[config.mk]
export PLATFORM = sky130hd
export DESIGN_NAME = muldiv_unit_flat
export DESIGN_NICKNAME = d
export VERILOG_FILES = /design/src/rtl/muldiv_if.sv /design/src/rtl/muldiv_unit.sv /design/src/flat_wrapper.sv
export SDC_FILE = /design/constraint.sdc
export NUM_CORES = 1
export LEC_CHECK = 0
export CAP_MARGIN = 20
export CELL_PAD_IN_SITES_DETAIL_PLACEMENT = 1
export CELL_PAD_IN_SITES_GLOBAL_PLACEMENT = 1
export CORE_MARGIN = 4
export CORE_UTILIZATION = 44
export DETAILED_ROUTE_END_ITERATION = 10
export HOLD_SLACK_MARGIN = 0.02
export PLACE_DENSITY_LB_ADDON = 0.1
export SLEW_MARGIN = 10
export SYNTH_ARGS = -nofsm -noshare
export SYNTH_HDL_FRONTEND = slang
export SYNTH_SLANG_ARGS = --single-unit
[constraint.sdc]
create_clock -name clk -period 4.6 [get_ports clk]
set_input_delay 0.92 -clock clk [delete_from_list [all_inputs] [get_ports clk]]
set_output_delay 0.92 -clock clk [all_outputs]
set_load 0.005 [all_outputs]
[src/rtl/muldiv_if.sv]
// Operand/control/result bundle between the CPU datapath and the multiply/divide unit.
// The master drives requests and MTHI/MTLO writes; the slave returns status and HI/LO.
interface muldiv_if;
  logic        start;
  logic [1:0]  op;
  logic [31:0] a;
  logic [31:0] b;
  logic        we_hi;
  logic        we_lo;
  logic [31:0] wdata;
  logic        busy;
  logic        done;
  logic [31:0] hi;
  logic [31:0] lo;

  modport master (output start, op, a, b, we_hi, we_lo, wdata,
                  input  busy, done, hi, lo);
  modport slave  (input  start, op, a, b, we_hi, we_lo, wdata,
                  output busy, done, hi, lo);
endinterface

[src/rtl/muldiv_unit.sv]
// Iterative 32-bit MULT/MULTU/DIV/DIVU with architectural HI/LO; start-to-done latency 33 cycles.
// No backpressure: start and MTHI/MTLO writes are only honoured in IDLE, otherwise dropped; busy stalls the core.
module muldiv_unit (
  input  logic     clk,
  input  logic     rst_n,
  muldiv_if.slave  bus
);

  typedef enum logic [1:0] {IDLE, CALC, FIX} state_t;

  state_t      state;
  logic [4:0]  cnt;
  logic        is_div;
  logic        neg_res;
  logic        neg_rem;
  logic        b_zero;
  logic [31:0] a_orig;
  logic [31:0] opnd;
  logic [63:0] acc;
  logic [31:0] rem;
  logic [31:0] hi_q;
  logic [31:0] lo_q;
  logic        busy_q;
  logic        done_q;

  logic        sgn;
  logic [31:0] a_mag;
  logic [31:0] b_mag;
  logic [32:0] mul_sum;
  logic [32:0] div_shift;
  logic        div_ge;
  logic [31:0] div_rem;
  logic [63:0] prod_fix;
  logic [31:0] quo_fix;
  logic [31:0] rem_fix;

  assign sgn   = ~bus.op[0];
  assign a_mag = (sgn && bus.a[31]) ? (32'd0 - bus.a) : bus.a;
  assign b_mag = (sgn && bus.b[31]) ? (32'd0 - bus.b) : bus.b;

  // Multiply: multiplier sits in acc[31:0] and is consumed LSB-first while the product grows from the top.
  assign mul_sum = {1'b0, acc[63:32]} + (acc[0] ? {1'b0, opnd} : 33'd0);

  // Divide: acc[31:0] holds dividend bits shifting out and quotient bits shifting in.
  assign div_shift = {rem, acc[31]};
  assign div_ge    = (div_shift >= {1'b0, opnd});
  assign div_rem   = div_shift[31:0] - opnd;

  assign prod_fix = neg_res ? (64'd0 - acc) : acc;
  assign quo_fix  = neg_res ? (32'd0 - acc[31:0]) : acc[31:0];
  assign rem_fix  = neg_rem ? (32'd0 - rem) : rem;

  always_ff @(posedge clk or negedge rst_n) begin
    if (!rst_n) begin
      state   <= IDLE;
      cnt     <= 5'd0;
      is_div  <= 1'b0;
      neg_res <= 1'b0;
      neg_rem <= 1'b0;
      b_zero  <= 1'b0;
      a_orig  <= 32'd0;
      opnd    <= 32'd0;
      acc     <= 64'd0;
      rem     <= 32'd0;
      hi_q    <= 32'd0;
      lo_q    <= 32'd0;
      busy_q  <= 1'b0;
      done_q  <= 1'b0;
    end else begin
      done_q <= 1'b0;
      case (state)
        IDLE: begin
          if (bus.start) begin
            is_div  <= bus.op[1];
            neg_res <= sgn & (bus.a[31] ^ bus.b[31]);
            neg_rem <= sgn & bus.a[31];
            b_zero  <= (bus.b == 32'd0);
            a_orig  <= bus.a;
            rem     <= 32'd0;
            cnt     <= 5'd31;
            busy_q  <= 1'b1;
            state   <= CALC;
            if (bus.op[1]) begin
              opnd <= b_mag;
              acc  <= {32'd0, a_mag};
            end else begin
              opnd <= a_mag;
              acc  <= {32'd0, b_mag};
            end
          end else begin
            if (bus.we_hi) hi_q <= bus.wdata;
            if (bus.we_lo) lo_q <= bus.wdata;
          end
        end
        CALC: begin
          if (is_div) begin
            if (div_ge) begin
              rem <= div_rem;
              acc <= {acc[63:32], acc[30:0], 1'b1};
            end else begin
              rem <= div_shift[31:0];
              acc <= {acc[63:32], acc[30:0], 1'b0};
            end
          end else begin
            acc <= {mul_sum, acc[31:1]};
          end
          if (cnt == 5'd0) state <= FIX;
          else             cnt   <= cnt - 5'd1;
        end
        FIX: begin
          if (is_div) begin
            if (b_zero) begin
              lo_q <= 32'hFFFF_FFFF;
              hi_q <= a_orig;
            end else begin
              lo_q <= quo_fix;
              hi_q <= rem_fix;
            end
          end else begin
            hi_q <= prod_fix[63:32];
            lo_q <= prod_fix[31:0];
          end
          done_q <= 1'b1;
          busy_q <= 1'b0;
          state  <= IDLE;
        end
        default: begin
          state  <= IDLE;
          busy_q <= 1'b0;
        end
      endcase
    end
  end

  assign bus.busy = busy_q;
  assign bus.done = done_q;
  assign bus.hi   = hi_q;
  assign bus.lo   = lo_q;

endmodule
[src/flat_wrapper.sv]
// flat-port wrapper written by rule: the top's interface ports become plain ports
module muldiv_unit_flat 
  (clk, rst_n, bus_start, bus_op, bus_a, bus_b, bus_we_hi, bus_we_lo, bus_wdata, bus_busy, bus_done, bus_hi, bus_lo);
  muldiv_if bus_i ();
  input  logic clk;
  input  logic rst_n;
  input wire logic [$bits(bus_i.start)-1:0] bus_start;
  input wire logic [$bits(bus_i.op)-1:0] bus_op;
  input wire logic [$bits(bus_i.a)-1:0] bus_a;
  input wire logic [$bits(bus_i.b)-1:0] bus_b;
  input wire logic [$bits(bus_i.we_hi)-1:0] bus_we_hi;
  input wire logic [$bits(bus_i.we_lo)-1:0] bus_we_lo;
  input wire logic [$bits(bus_i.wdata)-1:0] bus_wdata;
  output wire logic [$bits(bus_i.busy)-1:0] bus_busy;
  output wire logic [$bits(bus_i.done)-1:0] bus_done;
  output wire logic [$bits(bus_i.hi)-1:0] bus_hi;
  output wire logic [$bits(bus_i.lo)-1:0] bus_lo;
  assign bus_i.start = bus_start;
  assign bus_i.op = bus_op;
  assign bus_i.a = bus_a;
  assign bus_i.b = bus_b;
  assign bus_i.we_hi = bus_we_hi;
  assign bus_i.we_lo = bus_we_lo;
  assign bus_i.wdata = bus_wdata;
  assign bus_busy = bus_i.busy;
  assign bus_done = bus_i.done;
  assign bus_hi = bus_i.hi;
  assign bus_lo = bus_i.lo;
  muldiv_unit u_core (.clk(clk), .rst_n(rst_n), .bus(bus_i));
endmodule
Word level (Yosys, flattened, before mapping)
Cells that the tools add are included.
- word-level logic and storage cells: 90
- bits in writable memories: 0
- register bits: 237
- output and inout bits: 66
- latch bits: 0
- bits of input ports: 103
- memory bits (read-only): 0
- memories: 0
- eq/ne operators: 10
- mux-type cells: 35
- reduce and logical (&&, ||, !) cells: 16
- $add $sub $neg: 8
- $lt $le $gt $ge: 1
- div/mod/pow operators: 0
- bitwise gates (word level): 5
- multiply operators: 0
- shift operators: 0
- operators by type and width (cell ; number):
    2-to-1 mux 32 bit ; 18
    2-to-1 mux 64 bit ; 3
    case mux 32 bit (2 select lines) ; 3
    case mux 64 bit (2 select lines) ; 1
    subtractor 1 x 32 -> 32 bit, first input constant ; 4
    subtractor 1 x 64 -> 64 bit, first input constant ; 1
    adder 32 x 33 -> 33 bit ; 1
    greater-or-equal comparator 33 x 32 -> 1 bit ; 1
    logical NOT 32 bit ; 1
    subtractor 32 bit ; 1
    AND reduction 3 bit ; 5
    != test 2 bit, second input constant ; 6
    2-to-1 mux 5 bit ; 2
    case mux 5 bit (2 select lines) ; 1
    AND reduction 2 bit ; 4
    logical NOT 5 bit ; 1
    subtractor 5 x 1 -> 5 bit, second input constant ; 1
    2-to-1 mux 2 bit ; 2
    != test 2 x 1 -> 1 bit, second input constant ; 2
    case mux 2 bit (2 select lines) ; 1
    nonzero test 2 bit ; 2
    2-to-1 mux 1 bit ; 3
    AND 1 bit ; 2
    equality test 2 x 1 -> 1 bit, second input constant ; 1
    6 further kinds ; 8

Logic depth before layout (Yosys ltp)
- depth after elaboration: 6
- mapped depth: 15

Least setup slack after synthesis
OpenSTA, ideal clock, no wires.
- path kind: register -> register
- from: reg u_core.acc[0]
- to: reg u_core.acc[63]
- required time: 4462 ps
- buffers on the path: 2
- cell stages (with the launch flop): 14
- data arrival time: 3396 ps
- path slack: 1066 ps
- setup time: 138 ps
- period minus slack after synthesis: 3534 ps
- path through: dfrtp_1 -> clkbuf_1 -> inv_1 -> clkbuf_1 -> nor2_1 -> ha_1 -> a21o_1 -> o41ai_1 -> o31ai_1 -> a31oi_1 -> a31oi_1 -> a21o_1 -> a2111oi_0 -> a21oi_1
- longest elaborated chain between the ends: 4
- RTL lines (what ; RTL line ; text):
    start, declared ; muldiv_unit.sv:19 ; logic [63:0] acc;
    start signal, assigned ; muldiv_unit.sv:85 ; acc <= {32'd0, a_mag};
    start signal, assigned ; muldiv_unit.sv:88 ; acc <= {32'd0, b_mag};
    start signal, assigned ; muldiv_unit.sv:99 ; acc <= {acc[63:32], acc[30:0], 1'b1};
    2-to-1 mux 32 bit ; muldiv_unit.sv:42 ; assign mul_sum = {1'b0, acc[63:32]} + (acc[0] ? {1'b0, opnd} : 33'd0);
    adder 32 x 33 -> 33 bit ; muldiv_unit.sv:42 ;
    2-to-1 mux 64 bit ; muldiv_unit.sv:96 ; if (is_div) begin
    case mux 64 bit (2 select lines) ; muldiv_unit.sv:71 ; case (state)
Every way passes these cells. The select of a mux whose other input is x is not followed.
A chain may end at the register's enable or synchronous reset.

Final worst setup path
Same ends and word-level chain as after synthesis.

==> flow_metrics.py <==
metrics = {
    "timing": {
        "slew_headroom": 0.3335,
        "hold_viol": 0,
        "rsz0062_at_grt": "no",
        "finalCriticalPeriod_ns": 3.846,
        "finalClockSkew_ns": 0.01761,
        "tns_ns": 0,
        "tightest_slew_ns": 0.9986,
        "slew_viol_final": 0,
        "setup_viol": 0,
        "fmaxAchievable_ghz": 0.2600,
        "period_share": 0.8361,
    },
    "worst_setup_path": {
        "crit_required_ns": 5.04,
        "crit_path_frequent_cell": "a31oi_1",
        "r2r_slack_ns": 0.75,
        "cp_data_arrival_time_ns": 4.29,
        "crit_path_cell_trace": "inv_1 > buf_4 > nor2_1 > ha_1 > and3_1 > nor2b_1 > a221oi_1 > o31ai_1 > a31oi_1 > a31oi_1 > a21o_1 > a2111oi_0 > a21oi_1",
        "slowest_delay_ns": 0.45,
        "cp-start-kind": "flop",
        "path_buf_inv": 2,
        "crit_path_end_kind": "flop",
        "cp_slowest_cell": "a2111oi_0",
        "crit_type": "reg -> reg",
        "r2r_start": "u_core.acc[0]",
        "cp_max_fo": 19,
        "ff2ff_path_depth": 13,
        "cp_top_family": "compound AO/OA/AOI/OAI gates",
        "r2r-end": "u_core.acc[63]",
    },
    "finish": {
        "final_nets": 2453,
        "area_delta_synth_final_pct": 16.95,
        "final_util": 0.5211,
        "final_cell_mix": "nand2_1 (319), dfrtp_1 (235), o21ai_0 (220), clkdlybuf4s50_1 (166), a21oi_1 (140)",
        "fillers": 4816,
        "final_common_cell": "nand2_1",
        "drive_above_1_share": 0.05570,
        "seq_area_um2": 5933,
        "multi_input_area_um2": 10990,
    },
    "power_and_ir_drop": {
        "p_clk_frac": 0.138,
        "power_frac_seq": 0.276,
        "power_switching_mw": 8.143,
        "p_leak_nw": 8.755,
        "power.internal_mw": 8.257,
        "p_comb_frac": 0.586,
        "power.density_nw_per_um2": 790.2,
        "peakVddDrop_uv": 393.9,
        "p_sw_frac": 0.4965,
    },
    "floorplanning": {
        "dieWidth_um": 208.8,
        "die-area_um2": 43610,
        "start_util": 0.4456,
        "row_count": 73,
        "io_pins": 169,
        "die_y_um": 208.8,
        "core_um2": 39820,
    },
    "clock_tree": {
        "cts_num_sinks": 237,
        "post_cts_buffers": 0,
        "cts_made_buffers": 29,
        "cts_resized": 0,
        "clk_path_buf_depth": 3,
        "cts_root_buf": "clkbuf_16",
        "clk_latency_ns": 0.58,
        "cts_tree": "yes",
        "clk_pin_slew_worst_paths_ns": 0.06,
        "cts_hold_buffers": 0,
        "h-tree-depth": 1,
    },
    "synthesis": {
        "yosys-top-cells-area": "dfrtp_1 (33%), nand2_1 (6.8%), o21ai_0 (6.2%)",
        "synthesis.nets": 2363,
        "yosysSeqAreaShare": 0.3342,
        "syn_avg_cell_area_um2": 8.110,
        "netlist_area_um2": 17750,
        "ys_ff_latch": 237,
        "synth.top_cell.area_share": 0.3342,
        "yosys_most_used_dff": "dfrtp_1",
        "yosys_warnings": 0,
        "yosys.area.top_type": "dfrtp_1",
        "synth_edf_count": 0,
        "post_synth_num_cell_types": 80,
        "async_flop_share": 1.000,
        "synthCells": 2188,
    },
    "placed_design": {
        "hpwl_um": 56630,
        "io_buffers": 168,
        "gp_routability_congestion": 0.9401,
    },
    "drt": {
        "wl_um": 73370,
        "drt_iter0_drc": 1534,
        "vias": 17770,
        "drc": 0,
        "dr.pass1.iters": 5,
        "antenna_left": 0,
        "avgViaCountPerCell": 6.294,
        "wl_per_cell_um": 25.98,
    },
    "global_routing": {
        "antenna_found_initial": 2,
        "grt_overflow_total": 0,
        "grt_max_degree": 110,
        "grt_pass1_wl_um": 111200,
        "track_usage": 0.3250,
        "grt_pass1_vias": 17920,
    },
    "job": {
        "cap_violations": 0,
    },
    "worst_hold_path": {
        "hp-class": "in -> async",
    },
    "run_status": {
        "status": "completed",
    },
}
-- worst max-delay path by stage --
stage / start / end / cells past startpoint
6_report: u_core.acc[0] / u_core.acc[63] / 13
4_1_cts: u_core.acc[0] / u_core.acc[63] / 13
3_3_place_gp: bus_b[16] / u_core.opnd[28] / 10
2_1_floorplan: u_core.acc[0] / u_core.acc[63] / 13
5_1_grt: u_core.acc[0] / u_core.acc[63] / 13
3_5_place_dp: bus_a[16] / u_core.acc[25] / 9
-- routing by layer --
| layer | GRT usage | part of all wire | vias to the layer above |
|---|---|---|---|
| li1 | - | - | 8099 |
| met4 | 0.1170 | 0.045 | 2 |
| met1 | 0.4547 | 0.44 | 8886 |
| met5 | 0 | 0.00018 | - |
| met3 | 0.06125 | 0.072 | 144 |
| met2 | 0.5052 | 0.44 | 642 |
-- state kept, by name (all words and copies together), names as in the netlist --
signal / cells
u_core.a_orig: 32
u_core.neg_res: 1
u_core.bus.busy: 1
u_core.bus.hi: 32
u_core.cnt: 5
u_core.is_div: 1
u_core.state: 2
u_core.bus.lo: 32
u_core.opnd: 32
u_core.acc: 64
u_core.bus.done: 1
u_core.b_zero: 1
u_core.neg_rem: 1
u_core.rem: 32
-- layout make-up --
cell class,instances,share of cell area
Antenna cell,1,0.0001206
Clock buffer,42,0.03973
Clock inverter,9,0.003979
Inverter,67,0.01212
Multi-Input combinational cell,1736,0.5296
Sequential cell,237,0.2859
Tap cell,525,0.03165
Timing Repair Buffer,207,0.09694
-- power by group through the flow --
stage | sequential (mW) | combinational (mW) | clock (mW)
global route | 4.62 | 10.5 | 2.36
CTS | 4.47 | 9.49 | 2.27
finish | 4.52 | 9.61 | 2.26
detailed placement | 4.50 | 9.40 | 0
floorplan | 3.80 | 6.48 | 0
global placement | 4.45 | 9.06 | 0
-- stage by stage --
| step | hold WS, ns | power (mW) | setup slack, ns | cells | instance area [um2] |
|---|---|---|---|---|---|
| after global placement | 0.4554 | 13.51 | 0.6791 | 2772 | 19840 |
| after global routing | 0.4449 | 17.53 | 0.3175 | 2823 | 20750 |
| final | 0.3741 | 16.40 | 0.7538 | 2824 | 20750 |
| after CTS | 0.4312 | 16.23 | 0.7645 | 2823 | 20750 |
| after detailed placement | 0.4698 | 13.89 | 0.6000 | 2772 | 19840 |
| after floorplan | 0.4403 | 10.27 | 1.066 | 2188 | 17750 |
-- synthesized netlist by cell type (all sizes together) (26+ instances only) --
cell type,n
o21ai,222
a21oi,140
xor2,113
xnor2,92
nand3,86
nand2,320
mux2i,43
dfrtp,237
a211oi,26
clkbuf,131
nor3,28
o31ai,47
a21o,35
ha,70
inv,66
nor2,136
o211ai,28
-- cell families after synthesis --
group,Yosys count,share of synthesized area
simple gates,727,0.1893
compound gates,687,0.2499
flops,237,0.3342
buf+inv,215,0.04830
xor+xnor,205,0.1012
fa+ha+maj,72,0.05161
mux,45,0.02552
Note: power is estimated with default switching activity, not from simulation.
